File: src/rtl/i2c_target_rx_if.sv
// I2C target receive bus bundle.
// Pad-side SCL/SDA plus the decoded register-write strobe.
interface i2c_target_rx_if;
  logic       scl_in;
  logic       sda_in;
  logic       sda_oe;
  logic       wr_valid;
  logic [7:0] wr_reg;
  logic [7:0] wr_data;
  logic       busy;

  modport master (
    output scl_in,
    output sda_in,
    input  sda_oe,
    input  wr_valid,
    input  wr_reg,
    input  wr_data,
    input  busy
  );

  modport slave (
    input  scl_in,
    input  sda_in,
    output sda_oe,
    output wr_valid,
    output wr_reg,
    output wr_data,
    output busy
  );
endinterface

File: src/rtl/i2c_target_rx.sv
// I2C/SCCB write-only target: oversampled SCL/SDA,
// address match + ACK, register-write strobes.
module i2c_target_rx #(
  parameter logic [6:0] DEV_ADDR    = 7'h21,
  parameter int         SYNC_STAGES = 2
) (
  input  logic          ref_clk,
  input  logic          rst,
  i2c_target_rx_if.slave bus
);
  typedef enum logic [2:0] {
    IDLE, ADDR, ACK_A, REG,
    ACK_R, DATA, ACK_D, IGNORE
  } state_e;

  state_e                 state_q;
  logic [SYNC_STAGES-1:0] scl_sync_q;
  logic [SYNC_STAGES-1:0] sda_sync_q;
  logic                   scl_p_q;
  logic                   sda_p_q;
  logic [7:0]             shift_q;
  logic [3:0]             cnt_q;
  logic [7:0]             ptr_q;
  logic                   sda_oe_q;
  logic                   wr_valid_q;
  logic [7:0]             wr_reg_q;
  logic [7:0]             wr_data_q;
  logic                   busy_q;

  logic       scl_s;
  logic       sda_s;
  logic       scl_rise;
  logic       scl_fall;
  logic       start;
  logic       stop;
  logic [7:0] byte_d;
  logic       addr_hit;

  assign scl_s    = scl_sync_q[SYNC_STAGES-1];
  assign sda_s    = sda_sync_q[SYNC_STAGES-1];
  assign scl_rise = scl_s & ~scl_p_q;
  assign scl_fall = ~scl_s & scl_p_q;
  assign start    = scl_s & scl_p_q & sda_p_q & ~sda_s;
  assign stop     = scl_s & scl_p_q & ~sda_p_q & sda_s;
  assign byte_d   = {shift_q[6:0], sda_s};
  assign addr_hit = shift_q == {DEV_ADDR, 1'b0};

  // Synchronizers idle high so reset never fakes a START.
  always_ff @(posedge ref_clk or negedge rst) begin
    if (!rst) begin
      scl_sync_q <= '1;
      sda_sync_q <= '1;
      scl_p_q    <= 1'b1;
      sda_p_q    <= 1'b1;
    end else begin
      scl_sync_q <= {scl_sync_q[SYNC_STAGES-2:0], bus.scl_in};
      sda_sync_q <= {sda_sync_q[SYNC_STAGES-2:0], bus.sda_in};
      scl_p_q    <= scl_s;
      sda_p_q    <= sda_s;
    end
  end

  always_ff @(posedge ref_clk or negedge rst) begin
    if (!rst) begin
      state_q    <= IDLE;
      shift_q    <= '0;
      cnt_q      <= '0;
      ptr_q      <= '0;
      sda_oe_q   <= 1'b0;
      wr_valid_q <= 1'b0;
      wr_reg_q   <= '0;
      wr_data_q  <= '0;
      busy_q     <= 1'b0;
    end else begin
      wr_valid_q <= 1'b0;
      if (stop) begin
        state_q  <= IDLE;
        busy_q   <= 1'b0;
        sda_oe_q <= 1'b0;
        cnt_q    <= '0;
      end else if (start) begin
        state_q  <= ADDR;
        busy_q   <= 1'b1;
        sda_oe_q <= 1'b0;
        cnt_q    <= '0;
      end else begin
        unique case (state_q)
          ADDR, REG, DATA: begin
            if (scl_rise && !cnt_q[3]) begin
              shift_q <= byte_d;
              cnt_q   <= cnt_q + 4'd1;
              if (state_q == DATA && cnt_q == 4'd7) begin
                wr_valid_q <= 1'b1;
                wr_reg_q   <= ptr_q;
                wr_data_q  <= byte_d;
                ptr_q      <= ptr_q + 8'd1;
              end
            end else if (scl_fall && cnt_q[3]) begin
              unique case (state_q)
                ADDR: begin
                  if (addr_hit) begin
                    state_q  <= ACK_A;
                    sda_oe_q <= 1'b1;
                  end else begin
                    state_q  <= IGNORE;
                  end
                end
                REG: begin
                  ptr_q    <= shift_q;
                  state_q  <= ACK_R;
                  sda_oe_q <= 1'b1;
                end
                default: begin
                  state_q  <= ACK_D;
                  sda_oe_q <= 1'b1;
                end
              endcase
            end
          end
          ACK_A, ACK_R, ACK_D: begin
            if (scl_fall) begin
              sda_oe_q <= 1'b0;
              cnt_q    <= '0;
              state_q  <= (state_q == ACK_A) ? REG : DATA;
            end
          end
          IGNORE:  sda_oe_q <= 1'b0;
          default: ;
        endcase
      end
    end
  end

  assign bus.sda_oe   = sda_oe_q;
  assign bus.wr_valid = wr_valid_q;
  assign bus.wr_reg   = wr_reg_q;
  assign bus.wr_data  = wr_data_q;
  assign bus.busy     = busy_q;
endmodule

File: src/flat_wrapper.sv
// flat-port wrapper written by rule: the top's interface ports become plain ports
module i2c_target_rx_flat 
#(
  parameter logic [6:0] DEV_ADDR    = 7'h21,
  parameter int         SYNC_STAGES = 2
)
  (ref_clk, rst, bus_scl_in, bus_sda_in, bus_sda_oe, bus_wr_valid, bus_wr_reg, bus_wr_data, bus_busy);
  i2c_target_rx_if bus_i ();
  input  logic ref_clk;
  input  logic rst;
  input wire logic [$bits(bus_i.scl_in)-1:0] bus_scl_in;
  input wire logic [$bits(bus_i.sda_in)-1:0] bus_sda_in;
  output wire logic [$bits(bus_i.sda_oe)-1:0] bus_sda_oe;
  output wire logic [$bits(bus_i.wr_valid)-1:0] bus_wr_valid;
  output wire logic [$bits(bus_i.wr_reg)-1:0] bus_wr_reg;
  output wire logic [$bits(bus_i.wr_data)-1:0] bus_wr_data;
  output wire logic [$bits(bus_i.busy)-1:0] bus_busy;
  assign bus_i.scl_in = bus_scl_in;
  assign bus_i.sda_in = bus_sda_in;
  assign bus_sda_oe = bus_i.sda_oe;
  assign bus_wr_valid = bus_i.wr_valid;
  assign bus_wr_reg = bus_i.wr_reg;
  assign bus_wr_data = bus_i.wr_data;
  assign bus_busy = bus_i.busy;
  i2c_target_rx #(.DEV_ADDR(DEV_ADDR), .SYNC_STAGES(SYNC_STAGES)) u_core (.ref_clk(ref_clk), .rst(rst), .bus(bus_i));
endmodule
File: config.mk
export PLATFORM = sky130hd
export DESIGN_NAME = i2c_target_rx_flat
export DESIGN_NICKNAME = d
export VERILOG_FILES = /design/src/rtl/i2c_target_rx_if.sv /design/src/rtl/i2c_target_rx.sv /design/src/flat_wrapper.sv
export SDC_FILE = /design/constraint.sdc
export NUM_CORES = 1
export LEC_CHECK = 0
export BUFFER_PORTS_ARGS = -buffer_cell sky130_fd_sc_hd__buf_2
export CELL_PAD_IN_SITES_DETAIL_PLACEMENT = 0
export CELL_PAD_IN_SITES_GLOBAL_PLACEMENT = 1
export CORE_ASPECT_RATIO = 0.6
export CORE_UTILIZATION = 42
export CTS_CLUSTER_SIZE = 20
export DETAILED_ROUTE_END_ITERATION = 7
export PLACE_DENSITY_LB_ADDON = 0.15
export SLEW_MARGIN = 30
export SYNTH_ARGS = -nofsm -noshare
export SYNTH_HDL_FRONTEND = slang
export SYNTH_SLANG_ARGS = --single-unit
File: constraint.sdc
create_clock -name ref_clk -period 2 [get_ports ref_clk]
set_input_delay 0.4 -clock ref_clk [delete_from_list [all_inputs] [get_ports ref_clk]]
set_output_delay 0.4 -clock ref_clk [all_outputs]
set_load 0.05 [all_outputs]
==> results.toml <==
[clock_network]
cts_hold_buf = 0
clockBufferDepth = 2
cts_tree = "yes"
cts_resized = 0
insertion_delay_ps = 300
cts.sinks = 48
clkSlewWorstSetupHoldPaths_ps = 90
cts_inserted_buffers = 5
clockRootBuffer = "clkbuf_8"
cts_setup_buffers = 0
htreeDepth = 2

[cells_and_area]
syn2layout_area_growth_pct = 11.9
nets = 223
diodes = 0
fill_cells = 471
instances_no_fill = 284
drive_gt1_share_pct = 34.9

[place]
dp_hpwl_mm = 3.11
numPortBuffers = 22
post-place-cells = 276
gp_congestion = 0.791

[synthesis]
ys_types = 45
yosysTopAreaCell = "dfrtp_1"
yosysWarnings = 0
synth.area.top_cells = "dfrtp_1, mux2_2, dfstp_2"
syn_area_um2 = 2240
synth-seq-cells = 48
synth_area_per_cell_um2 = 11.6
synth-edff-count = 0
ys.flop_type = "dfrtp_1"
synthArstFlopShare_pct = 100
synth_top_area_share_pct = 47.0
synth-seq-area-share_pct = 54.1
syn_inst = 193
synth_nets = 199

[timing]
fin_skew_ps = 8.74
fmax_mhz = 556
fin_crit_sh_pct = 89.9
tns_ps = 0
relSlewSlack_pct = 60.5
period_needed_ps = 1800
worst_pin_slew_ps = 593
rsz0062_at_grt = "no"
finalHoldViolCount = 0
finalMaxSlewViolations = 0
finalSetupViolCount = 0

[setup_path]
cp.arrival_ps = 2050
max_stage_delay_ps = 540
ff2ff_setup_slack_ps = 200
critPathKind = "reg2reg"
path_cells = "or3b_1 -> buf_4 -> o41ai_1 -> a22o_2"
cp-start-kind = "flop"
end_kind = "flop"
cp_max_fo = 8
critPathSlowestCell = "dfstp_2"
required_ps = 2250

[global_routing]
track_usage_pct = 17.8
grt_util_met2_pct = 22.6
grt_first_pass_wirelength_mm = 7.42
grt.overflow.total = 0
grtUsageMet1_pct = 28.6
grt_pass1_vias = 1444
grt_max_degree = 49
antenna_found_initial = 0
grt_util_met3_pct = 4.52
busiest_layer = "met1"

[die]
pin_count = 23
fp-row-count = 20
coreArea_um2 = 5080
dieArea_um2 = 5630
die_x_um = 96.2
initial_core_util_pct = 44.0
die_h_um = 58.5

[run]
maxCapViolations = 0

[detailed_routing]
dr.first_iter.drc_count = 99
drc_errors = 0
routed_via_density = 5.45
drtPass1Iterations = 4
vias = 1548
wl_mm = 4.36
antenna_left = 0
wl_per_cell_um = 15.3

[run_status]
outcome = "complete, no violations"

[pwr]
vdd_ir_drop_max_uv = 458
p_per_area_nw_per_um2 = 891
p_leak_nw = 1.18

[hold_path]
min_path_type = "in2async"
where the power goes:
group	internal, W	total, W	leakage [nW]	switching, W
registers	0.00108	0.00124	0.620	0.000157
clock network	0.000376	0.000708	0.0583	0.000331
logic	0.000145	0.000282	0.503	0.000136
total	0.00160	0.00223	1.18	0.000625
layout by cell type (no fill, tap or decap), types with 4 or more instances in the layout:
cell type  count
dfrtp_1       42
nand2_1       20
mux2_2        24
nand4_1        5
a21oi_1       12
clkbuf_8       5
dfstp_2        6
buf_2         22
buf_4          7
o21ai_0       11
a31oi_1        6
nor2_1         4
nand3_1       14
worst paths after layout:
check,cells after the start,startpoint,end
min,2,rst,u_core.ptr_q[5]
max,4,u_core.scl_sync_q[1],u_core.ptr_q[6]
max reg2reg,4,u_core.scl_sync_q[1],u_core.ptr_q[6]
max in group asynchronous,2,rst,u_core.bus.wr_data[2]
min in group ref_clk,1,bus_sda_in,u_core.sda_sync_q[0]
min reg2reg,0,u_core.sda_sync_q[0],u_core.sda_sync_q[1]
kinds of logic after synthesis:
| logic type | count (synthesis) | synth area share [%] |
|---|---|---|
| multiplexers | 24 | 12.1 |
| AO/OA/AOI/OAI | 42 | 12.3 |
| AND/OR/NAND/NOR | 62 | 15.4 |
| buffers and inverters | 14 | 4.64 |
| flip-flops | 48 | 54.1 |
| XOR/XNOR | 1 | 0.392 |
| adder cells (fa/ha/maj) | 2 | 1.12 |
per-stage QoR:
step	worst slack (ps)	power [W]	utilization, %	instance area [um2]	hold slack, ps
finish	203	0.00223	49.2	2500	176
global route	114	0.00236	49.2	2500	175
CTS	192	0.00226	49.2	2500	179
detailed placement	223	0.00154	46.9	2380	349
global placement	275	0.00152	46.9	2380	348
floorplan	87.4	0.00142	-	2240	104
layout make-up:
class / count / area (um2) / area share [%]
well taps: 66 / 82.6 / 3.30
clock buffers: 5 / 68.8 / 2.75
multi-input cells: 131 / 923 / 36.9
clock inverters: 3 / 47.5 / 1.90
repair buffers: 29 / 163 / 6.50
inverters: 2 / 7.51 / 0.300
flip-flops and latches: 48 / 1210 / 48.3
synthesized netlist by cell type (2+ instances only):
library cell,count
dfrtp_1,42
mux2_2,24
nand2_1,20
nand3_1,14
a21oi_1,12
o21ai_0,11
a31oi_1,6
dfstp_2,6
buf_6,5
nand4_1,5
nor2_1,4
buf_4,3
a22o_1,2
buf_2,2
clkbuf_1,2
ha_1,2
inv_1,2
nand4b_1,2
nor2b_1,2
nor4b_1,2
critical path: cells and delay by family (launching register included):
kind                   cells  cell delay (ps)
AOI/OAI and AO/OA          2              580
DFF                        1              540
buffers and inverters      1              200
and+or+nand+nor            1              430
routing by layer:
layer | share of wire, % | vias to the layer above | wire length (um)
li1 | - | 750 | -
met1 | 54 | 752 | 2330
met2 | 40 | 41 | 1730
met3 | 5.6 | 5 | 243
met4 | 1.1 | 0 | 46
met5 | 0 | - | 0
(Power assumes the default switching activity.)
